===== src/rtl/step_sequencer_pkg.sv =====
// Shared encodings for the micro-step timing generator.
// Optional feature macro: STEP_SINGLE_EN (single-step advance via STEP).
package step_sequencer_pkg;

    typedef enum logic {
        SEQ_IDLE = 1'b0,
        SEQ_RUN  = 1'b1
    } seq_state_e;

    localparam logic [1:0] ENN_ON  = 2'b00;
    localparam logic [1:0] ENN_OFF = 2'b11;

    localparam logic [3:0] STEP_ZERO = 4'h0;
    localparam logic [3:0] STEP_MAX  = 4'hF;

endpackage


===== src/rtl/step_counter_4b.sv =====
// 74HC161-style 4-bit counter: async clear, sync load, count enable,
// and a terminal-match output against a supplied last step.
module step_counter_4b
    import step_sequencer_pkg::*;
(
    input  logic       clk,
    input  logic       clr,
    input  logic       ld,
    input  logic [3:0] ld_val,
    input  logic       cen,
    input  logic [3:0] last,
    output logic [3:0] q,
    output logic       tc
);

    logic [3:0] cnt_q;
    logic [3:0] cnt_d;

    always_comb begin
        cnt_d = cnt_q;
        if (ld) begin
            cnt_d = ld_val;
        end else if (cen) begin
            cnt_d = cnt_q + 4'd1;
        end
    end

    always_ff @(posedge clk or posedge clr) begin
        if (clr) begin
            cnt_q <= STEP_ZERO;
        end else begin
            cnt_q <= cnt_d;
        end
    end

    assign q  = cnt_q;
    assign tc = (cnt_q == last);

endmodule


===== src/rtl/step_sequencer.sv =====
// Instruction-cycle step sequencer driving a 4-to-16 strobe decoder.
// Optional feature macro: STEP_SINGLE_EN (adds the STEP port).
module step_sequencer
    import step_sequencer_pkg::*;
(
    input  logic       CLK,
    input  logic       RST,
    input  logic       START,
    input  logic [3:0] LAST,
    input  logic       HOLD,
    input  logic       JMP,
    input  logic [3:0] JMP_STEP,
    input  logic       ABORT,
`ifdef STEP_SINGLE_EN
    input  logic       STEP,
`endif
    output logic [3:0] A,
    output logic [1:0] ENn,
    output logic       BUSY,
    output logic       DONE
);

    seq_state_e state_q, state_d;
    logic [3:0] last_q, last_d;
    logic [1:0] enn_q, enn_d;
    logic       busy_q, busy_d;
    logic       done_q, done_d;

    logic       cnt_ld;
    logic [3:0] cnt_ld_val;
    logic       cnt_cen;
    logic [3:0] cnt_q;
    logic       cnt_tc;
    logic       step_ok;

`ifdef STEP_SINGLE_EN
    assign step_ok = STEP;
`else
    assign step_ok = 1'b1;
`endif

    step_counter_4b u_cnt (
        .clk    (CLK),
        .clr    (RST),
        .ld     (cnt_ld),
        .ld_val (cnt_ld_val),
        .cen    (cnt_cen),
        .last   (last_q),
        .q      (cnt_q),
        .tc     (cnt_tc)
    );

    always_comb begin
        state_d    = state_q;
        last_d     = last_q;
        enn_d      = enn_q;
        busy_d     = busy_q;
        done_d     = 1'b0;
        cnt_ld     = 1'b0;
        cnt_ld_val = STEP_ZERO;
        cnt_cen    = 1'b0;

        case (state_q)
            SEQ_IDLE: begin
                if (START) begin
                    state_d = SEQ_RUN;
                    last_d  = LAST;
                    enn_d   = ENN_ON;
                    busy_d  = 1'b1;
                    cnt_ld  = 1'b1;
                end
            end
            SEQ_RUN: begin
                if (ABORT) begin
                    state_d = SEQ_IDLE;
                    enn_d   = ENN_OFF;
                    busy_d  = 1'b0;
                    cnt_ld  = 1'b1;
                end else if (HOLD || !step_ok) begin
                    state_d = SEQ_RUN;
                end else if (JMP) begin
                    cnt_ld     = 1'b1;
                    cnt_ld_val = JMP_STEP;
                end else if (!cnt_tc) begin
                    // Past LAST after a jump: saturate at 15.
                    cnt_cen = (cnt_q != STEP_MAX);
                end else if (START) begin
                    last_d = LAST;
                    done_d = 1'b1;
                    cnt_ld = 1'b1;
                end else begin
                    state_d = SEQ_IDLE;
                    enn_d   = ENN_OFF;
                    busy_d  = 1'b0;
                    done_d  = 1'b1;
                    cnt_ld  = 1'b1;
                end
            end
            default: begin
                state_d = SEQ_IDLE;
            end
        endcase
    end

    always_ff @(posedge CLK or posedge RST) begin
        if (RST) begin
            state_q <= SEQ_IDLE;
            last_q  <= STEP_ZERO;
            enn_q   <= ENN_OFF;
            busy_q  <= 1'b0;
            done_q  <= 1'b0;
        end else begin
            state_q <= state_d;
            last_q  <= last_d;
            enn_q   <= enn_d;
            busy_q  <= busy_d;
            done_q  <= done_d;
        end
    end

    assign A    = cnt_q;
    assign ENn  = enn_q;
    assign BUSY = busy_q;
    assign DONE = done_q;

endmodule


===== config.mk =====
export PLATFORM = sky130hd
export DESIGN_NAME = step_sequencer
export DESIGN_NICKNAME = d
export VERILOG_FILES = /design/src/rtl/step_sequencer_pkg.sv /design/src/rtl/step_counter_4b.sv /design/src/rtl/step_sequencer.sv
export SDC_FILE = /design/constraint.sdc
export NUM_CORES = 1
export LEC_CHECK = 0
export ABC_AREA = 1
export CAP_MARGIN = 20
export CORE_ASPECT_RATIO = 0.8
export CORE_MARGIN = 2
export CORE_UTILIZATION = 41
export CTS_CLUSTER_SIZE = 40
export DETAILED_ROUTE_END_ITERATION = 7
export GPL_TIMING_DRIVEN = 0
export PLACE_DENSITY = 0.81
export SETUP_SLACK_MARGIN = 0.3
export SLEW_MARGIN = 30
export SYNTH_ARGS = -nofsm -noshare
export SYNTH_HDL_FRONTEND = slang
export SYNTH_SLANG_ARGS = --single-unit

===== constraint.sdc =====
create_clock -name CLK -period 1.3 [get_ports CLK]
set_input_delay 0.13 -clock CLK [delete_from_list [all_inputs] [get_ports CLK]]
set_output_delay 0.13 -clock CLK [all_outputs]
set_load 0.01 [all_outputs]

* After elaboration in Yosys (flattened, before gate mapping)
Index checks and enable logic that the tools add are counted.
** Cells by class
- Add/sub/neg operators :: 1
- Equal/unequal tests :: 11
- Mux-type cells :: 46
- Bitwise gates (word level) :: 1
- Reductions and logical operators :: 3
** Operator list (count)
- $mux 4 :: 11
- $mux 1 :: 24
- $mux 2 :: 6
- $ne 3x3->1 const B :: 3
- $ne 2x2->1 const B :: 4
- $pmux 4 s2 :: 1
- $pmux 1 s2 :: 3
- $reduce_and 5->1 :: 1
- $add 4x1->4 const B :: 1
- $eq 4x4->1 :: 1
- $ne 4x4->1 const B :: 1
- $pmux 2 s2 :: 1
- $reduce_and 4->1 :: 1
- $ne 3x2->1 const B :: 1
- $ne 2x1->1 const B :: 1
- $reduce_bool 2->1 :: 1
- $not 1->1 :: 1
** Storage, ports and cells
- Register bits after elaboration :: 13
- Word-level logic and storage cells :: 68

* Depth between registers and ports, before layout
- Depth after elaboration :: 8
- Mapped depth :: 12
- Gate-level depth less buffers :: 12

* Hierarchy
Synthesis repeated with hierarchy kept, for this count alone.
** Second synthesis, totals
- Cell total of the unflattened synthesis :: 98
- Area, all modules :: 725.7 um^2
** By module, submodules not included
- step_sequencer :: instances 1, cells an instance 59, area an instance 437.9 um^2
- step_counter_4b :: instances 1, cells an instance 39, area an instance 287.8 um^2

* Worst setup path after synthesis
OpenSTA, ideal clock, no wires.
- Path type :: reg-to-reg
- Start point :: register u_cnt.cnt_q[0] (netlist: u_cnt.q[0])
- End point :: register u_cnt.cnt_q[1] (netlist: u_cnt.q[1])
- Setup time :: 0.065 ns
- Data arrival time :: 1.281 ns
- Required time :: 1.235 ns
- Setup slack :: -0.046 ns
- Stages on the path, launching flop included :: 7
- Period minus slack after synthesis :: 1.346 ns
- Cells stage by stage :: dfrtp_1 -> ha_1 -> a31oi_2 -> nand3_2 -> o21ai_1 -> inv_1 -> nand2_1
** Between the ends
- Longest elaborated chain between the ends :: 7
- Elaborated cells between the ends (all ways) :: 16
- Classes of those cells :: add/sub: 1; eq/ne: 2; mux: 12; reduce/logical: 1
** Ends and longest elaborated chain
- start: declaration :: line step_counter_4b.sv:16 : logic [3:0] cnt_q;
- start signal: assignment :: line step_counter_4b.sv:32 : cnt_q <= cnt_d;
- $eq 4x4->1 or $ne 4x4->1 (tied branches) :: line step_counter_4b.sv:37, step_sequencer.sv:86
- $mux 1 :: line step_sequencer.sv:84 : end else if (!cnt_tc) begin
- $mux 1 :: line step_sequencer.sv:81 : end else if (JMP) begin
- $mux 1 :: line step_sequencer.sv:79 : end else if (HOLD || !step_ok) begin
- $mux 1 :: line step_sequencer.sv:74 : if (ABORT) begin
- $pmux 1 s2 or $mux 1 (tied branches) :: line step_sequencer.sv:63 : case (state_q)
- $mux 4 or $reduce_bool 2->1 (tied branches)
Several ways; a longest one is shown, not always the timed one. The select of a mux whose other input is x is not followed.
A chain may end at the register's enable or synchronous reset.

* Worst setup path after layout
- Start point :: register u_cnt.cnt_q[0] (netlist: u_cnt.q[0])
- End point :: register last_q[2]
** Between the ends
- Longest elaborated chain between the ends :: 3
** Ends and longest elaborated chain
- $eq 4x4->1 :: line step_counter_4b.sv:37 : assign tc = (cnt_q == last);
- $ne 2x1->1 (no line)
- $reduce_and 4->1 (no line)
- end signal: assignment :: line step_sequencer.sv:114 : last_q <= last_d;
- end: declaration :: line step_sequencer.sv:24 : logic [3:0] last_q, last_d;
No other way between the ends.

==> impl_metrics.env <==
export IMPL_syn_mean_instance_area_um2=7.20
export IMPL_setup_violations=10
export IMPL_fp_row_count=13
export IMPL_max_cap_violations=0
export IMPL_fp_dieW_um=51.6
export IMPL_crit_start="u_cnt.q[0]$_DFFE_PP0P_"
export IMPL_skew_ns=0.00184
export IMPL_power_density_mw_per_mm2=1160
export IMPL_violations="negative setup slack"
export IMPL_drt_pass1_iter_count=4
export IMPL_drcViolationCount=0
export IMPL_worstReg2RegEnd="last_q[2]$_DFFE_PP0P_"
export IMPL_coreArea_mm2=0.00166
export IMPL_rr_startpoint="u_cnt.q[0]$_DFFE_PP0P_"
export IMPL_yosysUniqueCellTypes=20
export IMPL_p_comb_share_pct=43.7
export IMPL_final_nets=160
export IMPL_drt_iter0_markers=19
export IMPL_num_vias=791
export IMPL_initial_core_util_pct=44.7
export IMPL_die_h_um=42.1
export IMPL_clk_latency_ns=0.28
export IMPL_leakage_nw=0.582
export IMPL_min_period_ns=1.42
export IMPL_intPower_mw=0.870
export IMPL_clockRootBuffer="clkbuf_4"
export IMPL_busiest_layer="met2"
export IMPL_routedWlPerCell_um=11.8
export IMPL_htree_levels=1
export IMPL_hp_class="in -> async"
export IMPL_globalRouteMet2Util_pct=32.6
export IMPL_grt_max_degree=13
export IMPL_syn_area_um2=742
export IMPL_ys_seq_elements=12
export IMPL_required_ns=1.51
export IMPL_p_switching_mw=0.491
export IMPL_final_cell_mix="nand2_1 (30), inv_1 (15), buf_4 (15)"
export IMPL_grt_met3_usage_pct=7.50
export IMPL_routed_via_density=4.77
export IMPL_cts_tree="built"
export IMPL_drive_above_1_share_pct=39.6
export IMPL_use_met1_pct=22.2
export IMPL_cp_num_buf_inv=1
export IMPL_totalWireLength_um=1950
export IMPL_antenna_cells=0
export IMPL_critPathTopFamily="simple AND/OR/NAND/NOR gates"
export IMPL_ant_nets=0
export IMPL_cpPeakStageDelay_ns=0.43
export IMPL_rsz0062_at_grt="true"
export IMPL_grt_pass1_wl_um=2970
export IMPL_setup_tns_ns=-0.851
export IMPL_nFillCells=136
export IMPL_yosysWarnings=0
export IMPL_path_max_fanout=8
export IMPL_dpl_worst_slack_ns=-0.299
export IMPL_clockBufferDepth=2
export IMPL_synth_seq_area_share_pct=40.6
export IMPL_rrSetupSlack_ns=-0.12
export IMPL_timing_final_max_slew_violations=0
export IMPL_die_area_mm2=0.00217
export IMPL_hold_viol=0
export IMPL_fin_ws_ns=-0.118
export IMPL_cts_buffers=3
export IMPL_io_pins=22
export IMPL_crit_path_frequent_cell="nand2_1"
export IMPL_syn_nets=118
export IMPL_cp_arrival_ns=1.63
export IMPL_gp_congestion=0.858
export IMPL_maxSlewHeadroom_pct=67.7
export IMPL_path_class="reg -> reg"
export IMPL_clock_sinks=12
export IMPL_startpoint_type="flip-flop"
export IMPL_slowest_stage="dfrtp_2"
export IMPL_switching_share_pct=36.1
export IMPL_numPortBuffers=21
export IMPL_grt_use_total_pct=18.9
export IMPL_status="finished, violations left"
export IMPL_crit_chain="inv_2, nand2_1, nand2_1, nor2_1, nand2_2, nor2_2, nand2_2, nand2_4, nand2_1, o21ai_1"
export IMPL_dp_hpwl_um=1280
export IMPL_clk_pin_slew_worst_paths_ns=0.08
export IMPL_ir_drop_uv=922
export IMPL_syn_inst=103
export IMPL_ff2ff_path_depth=10
export IMPL_tightest_slew_ns=0.483
export IMPL_mostFrequentLayoutCell="nand2_1"
export IMPL_grt_pass1_vias=698
export IMPL_p_seq_share_pct=37.5
export IMPL_area_growth_pct=58.2
export IMPL_p_clk_share_pct=18.8
export IMPL_antenna_found_initial=0
export IMPL_endpoint_kind="flip-flop"
export IMPL_min_period_over_period_pct=109
export IMPL_fmax_mhz=705
export IMPL_grt_overflow_total=0
## flip-flops by register name, indices dropped and copies added (netlist names)
name / count
BUSY: 1
DONE: 1
ENn: 1
last_q: 4
state_q: 1
u_cnt.q: 4
## final cells by class
| cell class | instances | area (um^2) | area share [%] |
|---|---|---|---|
| multi-input cells | 72 | 409 | 34.9 |
| repair buffers | 37 | 325 | 27.7 |
| flip-flops and latches | 12 | 307 | 26.1 |
| inverters | 18 | 67.6 | 5.76 |
| well taps | 22 | 27.5 | 2.35 |
| clock buffers | 4 | 26.3 | 2.24 |
| plain buffers | 1 | 11.3 | 0.959 |
## stage by stage
stage                     hold slack (ns)  std cells  total power, mW  area (um^2)  util (%)
final                               0.155        166             1.36         1170      70.7
after global routing                0.220        166             1.44         1170      70.7
after CTS                           0.169        161             1.30         1110      67.1
after detailed placement            0.479        146            0.960          987      59.5
after global placement              0.455        146            0.940          987      59.5
after floorplan                  -0.00629        103            0.780          749         -
## repair_timing
item | in CTS | in global routing
setup buffers | 11 | 5
pin swaps | 7 | 5
hold buffers | 0 | 0
gates resized for setup | 38 | 10
endpoints found under the hold margin | 0 | 0
endpoints found under the setup margin | 20 | 19
## cells in the mapped netlist
master    n  area share (%)
nor2_4    1             1.5
xor2_1    2             2.4
nand2_2   4             3.4
a31oi_2   1             1.7
dfrtp_1  11              37
nand3_1   6             4.0
nor2_1    4             2.0
nor3_1    1            0.67
dfstp_2   1             3.5
nand2_1  37              19
ha_1      1             1.7
buf_4     1             1.0
nand4_1   2             1.7
o21ai_1   7             4.7
nand3_2   1             1.3
nor2_2    2             1.7
inv_1    15             7.6
inv_2     3             1.5
nand2_4   2             3.0
o21ai_0   1            0.67
## logic make-up after synthesis
| family | after synthesis | synth area share [%] |
|---|---|---|
| xor gates and xnor gates | 2 | 2.36 |
| buffers and inverters | 19 | 10.1 |
| AOI/OAI and AO/OA | 9 | 7.08 |
| adders and majority gates | 1 | 1.69 |
| and+or+nand+nor | 60 | 38.1 |
| DFF | 12 | 40.6 |
## metal layers
layer | vias up | share of wire, %
met4 | 0 | 0.61
met3 | 3 | 5.9
met1 | 367 | 42
li1 | 397 | -
met5 | - | 0
met2 | 24 | 52
## worst max-delay path by stage
stage	depth (start not counted)	slack [ns]	to
final	10	-0.12	last_q[2]$_DFFE_PP0P_
after global routing	10	-0.20	last_q[1]$_DFFE_PP0P_
after CTS	12	-0.09	u_cnt.q[2]$_DFFE_PP0P_
after detailed placement	8	-0.30	u_cnt.q[1]$_DFFE_PP0P_
after global placement	8	-0.22	u_cnt.q[1]$_DFFE_PP0P_
after floorplan	12	0.06	u_cnt.q[2]$_DFFE_PP0P_
## power by group through the flow
stage / Clock [mW] / Combinational, mW / Sequential, mW
final: 0.256 / 0.595 / 0.510
after global routing: 0.274 / 0.649 / 0.518
after CTS: 0.261 / 0.526 / 0.509
after detailed placement: 0 / 0.436 / 0.524
after global placement: 0 / 0.425 / 0.516
after floorplan: 0 / 0.256 / 0.525
Power figures use the tool's default switching activity.
